<file path="src/rtl/hazard_stall_ctrl.sv">
// Pipeline stall/bubble controller: register hazards against the E/M producers,
// multiply/divide busy window, PC/FD enables, DE bubble and a saturating stall counter.
module hazard_stall_ctrl #(
    parameter int unsigned MULT_CYC = 5,
    parameter int unsigned DIV_CYC  = 10,
    parameter int unsigned CNT_W    = 16
) (
    input  logic             clk,
    input  logic             reset,
    input  logic [4:0]       rs_D,
    input  logic [4:0]       rt_D,
    input  logic [1:0]       Tuse_Rs_D,
    input  logic [1:0]       Tuse_Rt_D,
    input  logic             md_use_D,
    input  logic [4:0]       A3_E,
    input  logic [1:0]       Tnew_E,
    input  logic [4:0]       A3_M,
    input  logic [1:0]       Tnew_M,
    input  logic             md_start_E,
    input  logic             md_div_E,
    output logic             en_PC,
    output logic             en_FD,
    output logic             flush_DE,
    output logic             stall,
    output logic             md_busy,
    output logic [CNT_W-1:0] stall_cnt
);

    typedef enum logic [0:0] {StIdle, StBusy} md_state_e;

    localparam logic [3:0]       MultLen = 4'(MULT_CYC);
    localparam logic [3:0]       DivLen  = 4'(DIV_CYC);
    localparam logic [CNT_W-1:0] CntMax  = '1;

    md_state_e        state_q, state_d;
    logic [3:0]       cnt_q, cnt_d;
    logic [CNT_W-1:0] stall_cnt_q, stall_cnt_d;

    logic hz_e, hz_m, hz_md, stall_raw;

    // Same-cycle hazard detection; register $0 is never a real dependence.
    always_comb begin
        hz_e = (A3_E != 5'd0) &&
               (((A3_E == rs_D) && (Tuse_Rs_D < Tnew_E)) ||
                ((A3_E == rt_D) && (Tuse_Rt_D < Tnew_E)));
        hz_m = (A3_M != 5'd0) &&
               (((A3_M == rs_D) && (Tuse_Rs_D < Tnew_M)) ||
                ((A3_M == rt_D) && (Tuse_Rt_D < Tnew_M)));
        // A start in E this cycle already blocks a dependent MDU instruction in D.
        hz_md = md_use_D && ((state_q == StBusy) || md_start_E);
        stall_raw = hz_e || hz_m || hz_md;
    end

    // MDU state and countdown register.
    always_ff @(posedge clk) begin
        if (reset) begin
            state_q <= StIdle;
            cnt_q   <= 4'd0;
        end else begin
            state_q <= state_d;
            cnt_q   <= cnt_d;
        end
    end

    // MDU next state: a new start always reloads the window, even while busy.
    always_comb begin
        state_d = state_q;
        cnt_d   = cnt_q;
        if (md_start_E) begin
            state_d = StBusy;
            cnt_d   = md_div_E ? DivLen : MultLen;
        end else if (state_q == StBusy) begin
            if (cnt_q == 4'd1) begin
                state_d = StIdle;
                cnt_d   = 4'd0;
            end else begin
                cnt_d = cnt_q - 4'd1;
            end
        end
    end

    // Control outputs; reset forces the pipeline to run without bubbles.
    always_comb begin
        stall     = stall_raw && !reset;
        en_PC     = !stall;
        en_FD     = !stall;
        flush_DE  = stall;
        md_busy   = (state_q == StBusy);
        stall_cnt = stall_cnt_q;
    end

    // Stall counter next value, saturating at all-ones.
    always_comb begin
        stall_cnt_d = stall_cnt_q;
        if (stall && (stall_cnt_q != CntMax)) begin
            stall_cnt_d = stall_cnt_q + CNT_W'(1);
        end
    end

    // Stall counter register.
    always_ff @(posedge clk) begin
        if (reset) begin
            stall_cnt_q <= '0;
        end else begin
            stall_cnt_q <= stall_cnt_d;
        end
    end

endmodule

</file>
<file path="config.mk">
export PLATFORM = sky130hd
export DESIGN_NAME = hazard_stall_ctrl
export DESIGN_NICKNAME = d
export VERILOG_FILES = /design/src/rtl/hazard_stall_ctrl.sv
export SDC_FILE = /design/constraint.sdc
export NUM_CORES = 1
export LEC_CHECK = 0
export ABC_CLOCK_PERIOD_IN_PS = 2500
export CORE_ASPECT_RATIO = 0.75
export CORE_MARGIN = 2
export CORE_UTILIZATION = 40
export DETAILED_ROUTE_END_ITERATION = 8
export PLACE_DENSITY = 0.73
export SLEW_MARGIN = 15
export SYNTH_ARGS = -nofsm -noshare
export SYNTH_HDL_FRONTEND = slang
export SYNTH_SLANG_ARGS = --single-unit
</file>
<file path="constraint.sdc">
create_clock -name clk -period 2.5 [get_ports clk]
set_input_delay 0.5 -clock clk [delete_from_list [all_inputs] [get_ports clk]]
set_output_delay 0.5 -clock clk [all_outputs]
set_load 0.005 [all_outputs]
</file>
==> results.toml, run 1 <==
[job]
maxCapViolCount = 0

[pwr]
power.leakage_nw = 0.930
vdd_ir_drop_max_uv = 210
power_density_nw_per_um2 = 354

[clocking]
clk_path_buf_depth = 2
clk_root_buffer_cell = "clkbuf_8"
cts_num_sinks = 21
tritoncts = "yes"
clkTransAtPathRegs_ns = 0.07
h-tree-depth = 1
worst_skew_pair.late_latency_ns = 0.26
cts_buffers = 3

[timing]
setup_violations = 0
tns_ns = 0
layout_min_cycle_time_ns = 2.45
worstMarginPinSlew_ns = 0.622
fmax_ghz = 0.408
slew_headroom = 0.584
fin_crit_sh = 0.981
drv_slew = 0
rsz0062_at_grt = "false"
fin_skew_ns = 0.00259
hold_violations = 0

[floorplan]
die_area_um2 = 4270
row_count = 19
core_area_um2 = 3640
die_h_um = 57.1
start_util = 0.413
fp.dieW_um = 74.8
boundaryPins = 54

[placement]
dp_cells = 299
io_buffers = 53
post_dp_cell_area_um2 = 2200
dp_hpwl_um = 3030
globalplace.congestion = 0.771

[yosys]
ys_warn_count = 0
synth_area_um2 = 1500
seq_area_frac_synth = 0.280
synth-edff-count = 0
synthDistinctLibCells = 38
synth_cells = 183
ys.flop_type = "dfxtp_1"
synth_top_area_cell = "dfxtp_1"
synth.avg_cell_area_um2 = 8.21
synth.area.top_cells = "dfxtp_1, xor2_1, ha_1"
syn_nets = 223
synth-seq-cells = 21
synth_top_area_frac = 0.280
async_reset_ff_frac = 0

[finish]
drive_above_1_share = 0.244
areaGrowthSynthToFinish_pct = 51.5
final_cell_mix = "buf_4, clkdlybuf4s50_1, dfxtp_1"
final_common_cell = "buf_4"
postLayoutCellArea_um2 = 2280
multi_input_area_um2 = 1080
finish.net_count = 295
seq_area_um2 = 420
n_antenna_cell = 0
stdcell_count = 306
fin_util = 0.626
n_fill_cell = 333

[routing]
avgRoutedWirePerCell_um = 13.0
viasPerCell = 5.18
drc = 0
vias = 1585
drt_iter0_drc = 94
postRouteAntennaNets = 0
first_pass_iters = 4
wl_um = 3960

[setup_path]
reg2reg_from = "stall_cnt[8]$_SDFFE_PP0P_"
critPathKind = "input pin to primary output"
reg2reg_depth = 6
crit_arrival_ns = 1.95
crit_path_end = "stall"
cp_max_fo = 3
r2r_slack_ns = 0.41
cp.required_ns = 2.00
cp-end-kind = "primary output"
crit_start = "A3_M[2]"
r2r-end = "stall_cnt[14]$_SDFFE_PP0P_"
worstSetupStartpointType = "input pin"

[grt]
grt_use_total = 0.200
grt_max_degree = 24
grt_pass1_wl_um = 6620
grt_pass1_vias = 1482
antenna_found_initial = 0
gr-total-overflow = 0

[status]
status = "finished clean"

[hold_path]
hold_class = "flip-flop to flip-flop"
cells in the mapped netlist (2+ instances only):
cell type	count
nor4_1	4
xor2_1	15
a21oi_2	2
buf_2	2
inv_1	8
or3_1	8
nand2_1	10
or4_1	6
and4_1	3
nand4_1	5
nand3_1	6
xnor2_1	5
nor3_2	3
buf_4	2
o21ba_1	2
o21ai_0	12
nand2b_1	3
ha_1	7
dfxtp_1	21
and3_1	7
clkbuf_1	4
nor2_1	10
a211oi_1	4
nor2b_1	3
o31ai_1	3
a21oi_1	16
timing repair:
| item | CTS | global route |
|---|---|---|
| endpoints found under the setup margin | 17 | 4 |
| hold buffers | 0 | 0 |
| pin swaps | 18 | 11 |
| setup buffers | 1 | 2 |
| hold endpoints to repair | 0 | 0 |
| gates cloned | 0 | 0 |
| gates resized for setup | 87 | 12 |
report_power, final:
group          internal, W  switching [W]
clock network     0.000114       0.000107
logic             0.000125       0.000105
registers         0.000344      0.0000109
worst max-delay path, stage by stage:
cell      delay (ns)
buf_2           0.13
or4_1           0.51
nor2_1          0.13
a21oi_2         0.06
or3_4           0.39
nand2b_4        0.10
inv_4           0.04
buf_6           0.10
cell families after synthesis:
family / share of synthesized area
xor gates and xnor gates: 0.117
DFF: 0.280
muxes: 0.0167
and+or+nand+nor: 0.281
AOI/OAI and AO/OA: 0.193
buffers and inverters: 0.0541
adders and majority gates: 0.0583
how the worst min path moves through the flow:
stage | start | end | slack (ns) | cells past startpoint
CTS | stall_cnt[15]$_SDFFE_PP0P_ | stall_cnt[15]$_SDFFE_PP0P_ | 0.51 | 2
finish | stall_cnt[15]$_SDFFE_PP0P_ | stall_cnt[15]$_SDFFE_PP0P_ | 0.52 | 2
global placement | stall_cnt[15]$_SDFFE_PP0P_ | stall_cnt[15]$_SDFFE_PP0P_ | 0.48 | 2
global route | stall_cnt[15]$_SDFFE_PP0P_ | stall_cnt[15]$_SDFFE_PP0P_ | 0.54 | 2
floorplan | stall_cnt[15]$_SDFFE_PP0P_ | stall_cnt[15]$_SDFFE_PP0P_ | 0.48 | 2
detailed placement | stall_cnt[15]$_SDFFE_PP0P_ | stall_cnt[15]$_SDFFE_PP0P_ | 0.50 | 2
state kept, by name, summed over array words and instances (netlist names):
name,flops
stall_cnt,16
cnt_q,4
md_busy,1
layer usage:
| metal | global-route usage | up-vias | share of wire | wire [um] |
|---|---|---|---|---|
| met3 | 0.0389 | 4 | 0.048 | 192 |
| li1 | - | 807 | - | - |
| met1 | 0.282 | 719 | 0.49 | 1930 |
| met5 | 0 | - | 0 | 0 |
| met4 | 0.0587 | 0 | 0.011 | 44 |
| met2 | 0.310 | 55 | 0.45 | 1800 |
layout make-up:
| type | instances | area share |
|---|---|---|
| tap | 52 | 0.0286 |
| inverter | 8 | 0.0143 |
| timing repair buffer | 76 | 0.279 |
| sequential | 21 | 0.185 |
| multi-input combinational | 145 | 0.474 |
| clock buffer | 4 | 0.0198 |
metrics by stage:
stage | power, W | worst slack (ns) | hold WS, ns
floorplan | 0.000465 | 0.0172 | 0.477
global placement | 0.000585 | -0.732 | 0.479
detailed placement | 0.000589 | -0.764 | 0.495
CTS | 0.000809 | 0.000319 | 0.508
global route | 0.000854 | 0.00200 | 0.537
finish | 0.000806 | 0.0477 | 0.519
(Power assumes the default switching activity.)
==> run 2, diff against run 1 <==
- GPL_TIMING_DRIVEN: unset -> 0
==> results.toml, run 2 (synthesized netlist as in run 1, its figures left out) <==
[grt]
grt_pass1_vias = 1390
grt_use_total = 0.192
grt_pass1_wl_um = 6370
gr-total-overflow = 0
grt_max_degree = 12
antenna_found_initial = 0

[routing]
avgRoutedWirePerCell_um = 12.8
drt_iter0_drc = 64
viasPerCell = 5.30
vias = 1589
postRouteAntennaNets = 0
wl_um = 3850
drc = 0
first_pass_iters = 5

[timing]
fin_crit_sh = 1.00
fin_skew_ns = 0.00245
hold_violations = 0
worstMarginPinSlew_ns = 0.540
drv_slew = 0
fmax_ghz = 0.400
tns_ns = -0.00123
setup_violations = 1
rsz0062_at_grt = "true"
layout_min_cycle_time_ns = 2.50
setup_ws_ns = -0.00123
slew_headroom = 0.640

[finish]
n_antenna_cell = 0
final_cell_mix = "clkdlybuf4s50_1, dfxtp_1, a21oi_1"
postLayoutCellArea_um2 = 2260
fin_util = 0.621
final_common_cell = "clkdlybuf4s50_1"
largest_reg_flops = 16
drive_above_1_share = 0.234
n_fill_cell = 328
areaGrowthSynthToFinish_pct = 50.2
finish.net_count = 289

[setup_path]
critPathMostFrequentCell = "buf_6"
cp.required_ns = 2.00
worst_path_dominant_cell_family = "simple AND/OR/NAND/NOR gates"
crit_arrival_ns = 2.00
reg2reg_from = "stall_cnt[8]$_SDFFE_PP0P_"
worstSetupStartpointType = "input pin"
cp_num_cells = 9
worst-path-buf-inv = 4
critPathKind = "input pin to primary output"
cpPeakStageDelay_ns = 0.54
cp_max_fo = 3
crit_slowest_cell = "or4_4"
cp-end-kind = "primary output"
crit_start = "A3_E[1]"
path_cells = "buf_8 -> or4_4 -> nor2_4 -> a21oi_2 -> or3_4 -> nand2b_4 -> inv_2 -> buf_6 -> buf_6"
r2r_slack_ns = 0.46
crit_path_end = "stall"
reg2reg_depth = 7
r2r-end = "stall_cnt[4]$_SDFFE_PP0P_"

[pwr]
vdd_ir_drop_max_uv = 217
power_density_nw_per_um2 = 359
power.leakage_nw = 0.908

[floorplan]
row_count = 19
die_area_um2 = 4270
core_area_um2 = 3640
fp.dieW_um = 74.8
start_util = 0.413
die_h_um = 57.1
boundaryPins = 54

[clocking]
tritoncts = "yes"
clk_root_buffer_cell = "clkbuf_8"
clkTransAtPathRegs_ns = 0.07
cts-hold-fix-buffers = 0
worst_skew_pair.late_latency_ns = 0.26
h-tree-depth = 1
cts_num_sinks = 21
cts_buffers = 3
clk_path_buf_depth = 2

[hold_path]
hold_class = "flip-flop to flip-flop"

[status]
failed_checks = "setup timing"
status = "finished, violations left"

[placement]
dp_hpwl_um = 3030
post_dp_cell_area_um2 = 2090
globalplace.congestion = 0.771
io_buffers = 52

[job]
maxCapViolCount = 0
## run 2: worst reg2reg max path: cells and delay by family, from the launching register on
family	cells	cell delay, ns
muxes	1	0.31
buffers and inverters	1	0.35
DFF	1	0.35
and+or+nand+nor	5	0.94
## run 2: area by class of cell
type,count,area [um2],area share
buffer,8,56.3,0.0249
clock buffer,4,45.0,0.0200
inverter,8,32.5,0.0144
multi-input combinational,145,1090,0.483
sequential,21,420,0.186
tap,52,65.1,0.0288
timing repair buffer,62,547,0.242
## run 2: worst min-delay path by stage
stage          slack (ns)                  startpoint  cells after the start                         end
3_5_place_dp         0.50  stall_cnt[14]$_SDFFE_PP0P_                      2  stall_cnt[14]$_SDFFE_PP0P_
3_3_place_gp         0.48  stall_cnt[15]$_SDFFE_PP0P_                      2  stall_cnt[15]$_SDFFE_PP0P_
6_report             0.51  stall_cnt[15]$_SDFFE_PP0P_                      2  stall_cnt[15]$_SDFFE_PP0P_
4_1_cts              0.51  stall_cnt[14]$_SDFFE_PP0P_                      2  stall_cnt[14]$_SDFFE_PP0P_
2_1_floorplan        0.48  stall_cnt[15]$_SDFFE_PP0P_                      2  stall_cnt[15]$_SDFFE_PP0P_
5_1_grt              0.53  stall_cnt[14]$_SDFFE_PP0P_                      2  stall_cnt[14]$_SDFFE_PP0P_
## run 2: power breakdown
part / switching, W / internal, W
logic: 0.000108 / 0.000123
registers: 0.0000109 / 0.000344
clock network: 0.000110 / 0.000114
## run 2: through the flow
stage	cells	setup slack [ns]	hold WS (ns)	power [W]
2_1_floorplan	183	0.0172	0.477	0.000465
3_3_place_gp	287	-1.02	0.479	0.000569
3_5_place_dp	287	-1.05	0.503	0.000571
4_1_cts	299	-0.111	0.514	0.000814
5_1_grt	300	-0.0504	0.526	0.000860
6_report	300	-0.00123	0.514	0.000810
## run 2: per-layer routing
layer  up-vias  share of wire  global-route usage
li1        799              -                   -
met4         0         0.0065              0.0383
met2        56           0.44               0.279
met1       731           0.47               0.289
met3         3          0.082              0.0459
met5         -              0                   0
## run 2: repair_timing
| action | 4_1_cts | 5_1_grt |
|---|---|---|
| pin swaps | 21 | 18 |
| endpoints found under the hold margin | 0 | 0 |
| endpoints found under the setup margin | 10 | 15 |
| buffers inserted | 8 | 1 |
| cloned | 0 | 1 |
| resized for setup | 101 | 24 |
==> run 3, diff against run 2 <==
- CORE_MARGIN: 2 -> 3
- CTS_CLUSTER_DIAMETER: unset -> 60
- GPL_ROUTABILITY_DRIVEN: unset -> 0
==> results.toml, run 3 (synthesized netlist as in run 1, its figures left out) <==
[finish]
final_cell_mix = "dfxtp_1, clkdlybuf4s50_1, a21oi_1"
n_antenna_cell = 0
areaGrowthSynthToFinish_pct = 45.6
drive_above_1_share = 0.240
largest_reg_flops = 16
finish.net_count = 283
stdcell_count = 292

[setup_path]
cp.required_ns = 2.00
crit_arrival_ns = 2.04
reg2reg_from = "stall_cnt[8]$_SDFFE_PP0P_"
path_cells = "buf_8 -> or4_4 -> nor2_4 -> a21oi_2 -> or3_4 -> nand2b_4 -> inv_2 -> buf_6 -> buf_6"
cp-end-kind = "primary output"
crit_path_end = "stall"
critPathMostFrequentCell = "buf_6"
crit_start = "A3_M[2]"
r2r_slack_ns = 0.41
critPathKind = "input pin to primary output"
cpPeakStageDelay_ns = 0.54
r2r-end = "stall_cnt[4]$_SDFFE_PP0P_"
cp_max_fo = 3
crit_slowest_cell = "or4_4"
reg2reg_depth = 7
worstSetupStartpointType = "input pin"

[floorplan]
die_area_um2 = 4540
core_area_um2 = 3450
boundaryPins = 54
die_h_um = 59.1
row_count = 18
start_util = 0.436
fp.dieW_um = 76.8

[clocking]
cts-hold-fix-buffers = 0
cts_buffers = 3
worst_skew_pair.late_latency_ns = 0.27
clk_path_buf_depth = 2
cts_num_sinks = 21
clk_root_buffer_cell = "clkbuf_8"
h-tree-depth = 1
clkTransAtPathRegs_ns = 0.08
tritoncts = "yes"

[pwr]
intPower_w = 0.000572
vdd_ir_drop_max_uv = 169
power.leakage_nw = 0.869
power_frac_seq = 0.440
switching_share = 0.291
pwr-share-comb = 0.276
p_clk_frac = 0.283
power_density_nw_per_um2 = 368
p_sw_w = 0.000234

[grt]
grt_pass1_wl_um = 6640
grt_max_degree = 12
grt_pass1_vias = 1480
gr-total-overflow = 0
antenna_found_initial = 0
grt_use_total = 0.183

[timing]
rsz0062_at_grt = "true"
slew_headroom = 0.620
layout_min_cycle_time_ns = 2.54
fin_crit_sh = 1.02
fin_skew_ns = 0.00286
setup_ws_ns = -0.0397
fmax_ghz = 0.394
tns_ns = -0.0459
fin_worst_hold_slack_ns = 0.498
worstMarginPinSlew_ns = 0.567
drv_slew = 0
hold_violations = 0
setup_violations = 2

[routing]
vias = 1544
drt_iter0_drc = 57
viasPerCell = 5.29
drc = 0
wl_um = 4040
postRouteAntennaNets = 0
first_pass_iters = 4
avgRoutedWirePerCell_um = 13.8

[placement]
dp_cells = 285
dp_hpwl_um = 2980
io_buffers = 52

[status]
failed_checks = "setup timing"
status = "finished, violations left"

[job]
maxCapViolCount = 0

[hold_path]
hold_class = "flip-flop to flip-flop"
run 3: cell count changes in the layout (fill, tap and decap cells not counted), moves of 2 or more:
cell,delta
nor3_4,-2
nor3_2,+2
clkbuf_2,+5
buf_4,-6
dlygate4sd2_1,-5
run 3: worst max-delay path, delay by kind of cell:
| kind | cells | cell delay (ns) |
|---|---|---|
| AOI/OAI and AO/OA | 1 | 0.05 |
| buffers and inverters | 4 | 0.34 |
| and+or+nand+nor | 4 | 1.16 |
run 3: timing repair:
item,CTS,global route
pin swaps,21,16
endpoints found under the setup margin,15,4
gates resized for setup,103,29
buffers inserted,2,2
run 3: worst min path at each step:
stage                               startpoint                          to  slack (ns)  depth (start not counted)
floorplan           stall_cnt[15]$_SDFFE_PP0P_  stall_cnt[15]$_SDFFE_PP0P_        0.48                          2
global placement    stall_cnt[15]$_SDFFE_PP0P_  stall_cnt[15]$_SDFFE_PP0P_        0.48                          2
detailed placement  stall_cnt[15]$_SDFFE_PP0P_  stall_cnt[15]$_SDFFE_PP0P_        0.49                          2
CTS                 stall_cnt[15]$_SDFFE_PP0P_  stall_cnt[15]$_SDFFE_PP0P_        0.50                          2
global route        stall_cnt[15]$_SDFFE_PP0P_  stall_cnt[15]$_SDFFE_PP0P_        0.54                          2
finish              stall_cnt[15]$_SDFFE_PP0P_  stall_cnt[15]$_SDFFE_PP0P_        0.50                          2
run 3: area by class of cell:
| cell class | count | area (um2) |
|---|---|---|
| buffer | 8 | 53.8 |
| inverter | 8 | 32.5 |
| fill | 327 | 1260 |
| multi-input combinational | 145 | 1100 |
| sequential | 21 | 420 |
| timing repair buffer | 56 | 477 |
| tap | 50 | 62.6 |
| clock buffer | 4 | 45.0 |
run 3: metal layers:
layer	GRT usage	vias to the layer above	part of all wire
met5	0	-	0
met4	0.0646	0	0.011
met3	0.0410	5	0.043
met2	0.282	43	0.45
met1	0.253	712	0.50
li1	-	784	-
run 3: power by group through the flow:
stage	clock network, W	logic, W	registers (W)
floorplan	0	0.000104	0.000361
global placement	0	0.000206	0.000363
detailed placement	0	0.000208	0.000363
CTS	0.000234	0.000217	0.000355
global route	0.000250	0.000244	0.000357
finish	0.000228	0.000223	0.000355
run 3: stage by stage:
stage                     total power, W  setup slack [ns]   util  area (um2)
final                           0.000806           -0.0397  0.635        2190
after global routing            0.000851           -0.0885  0.635        2190
after CTS                       0.000806            -0.111  0.632        2180
after detailed placement        0.000570             -1.02  0.605        2090
after global placement          0.000569             -1.01  0.605        2090
after floorplan                 0.000465            0.0172      -        1500
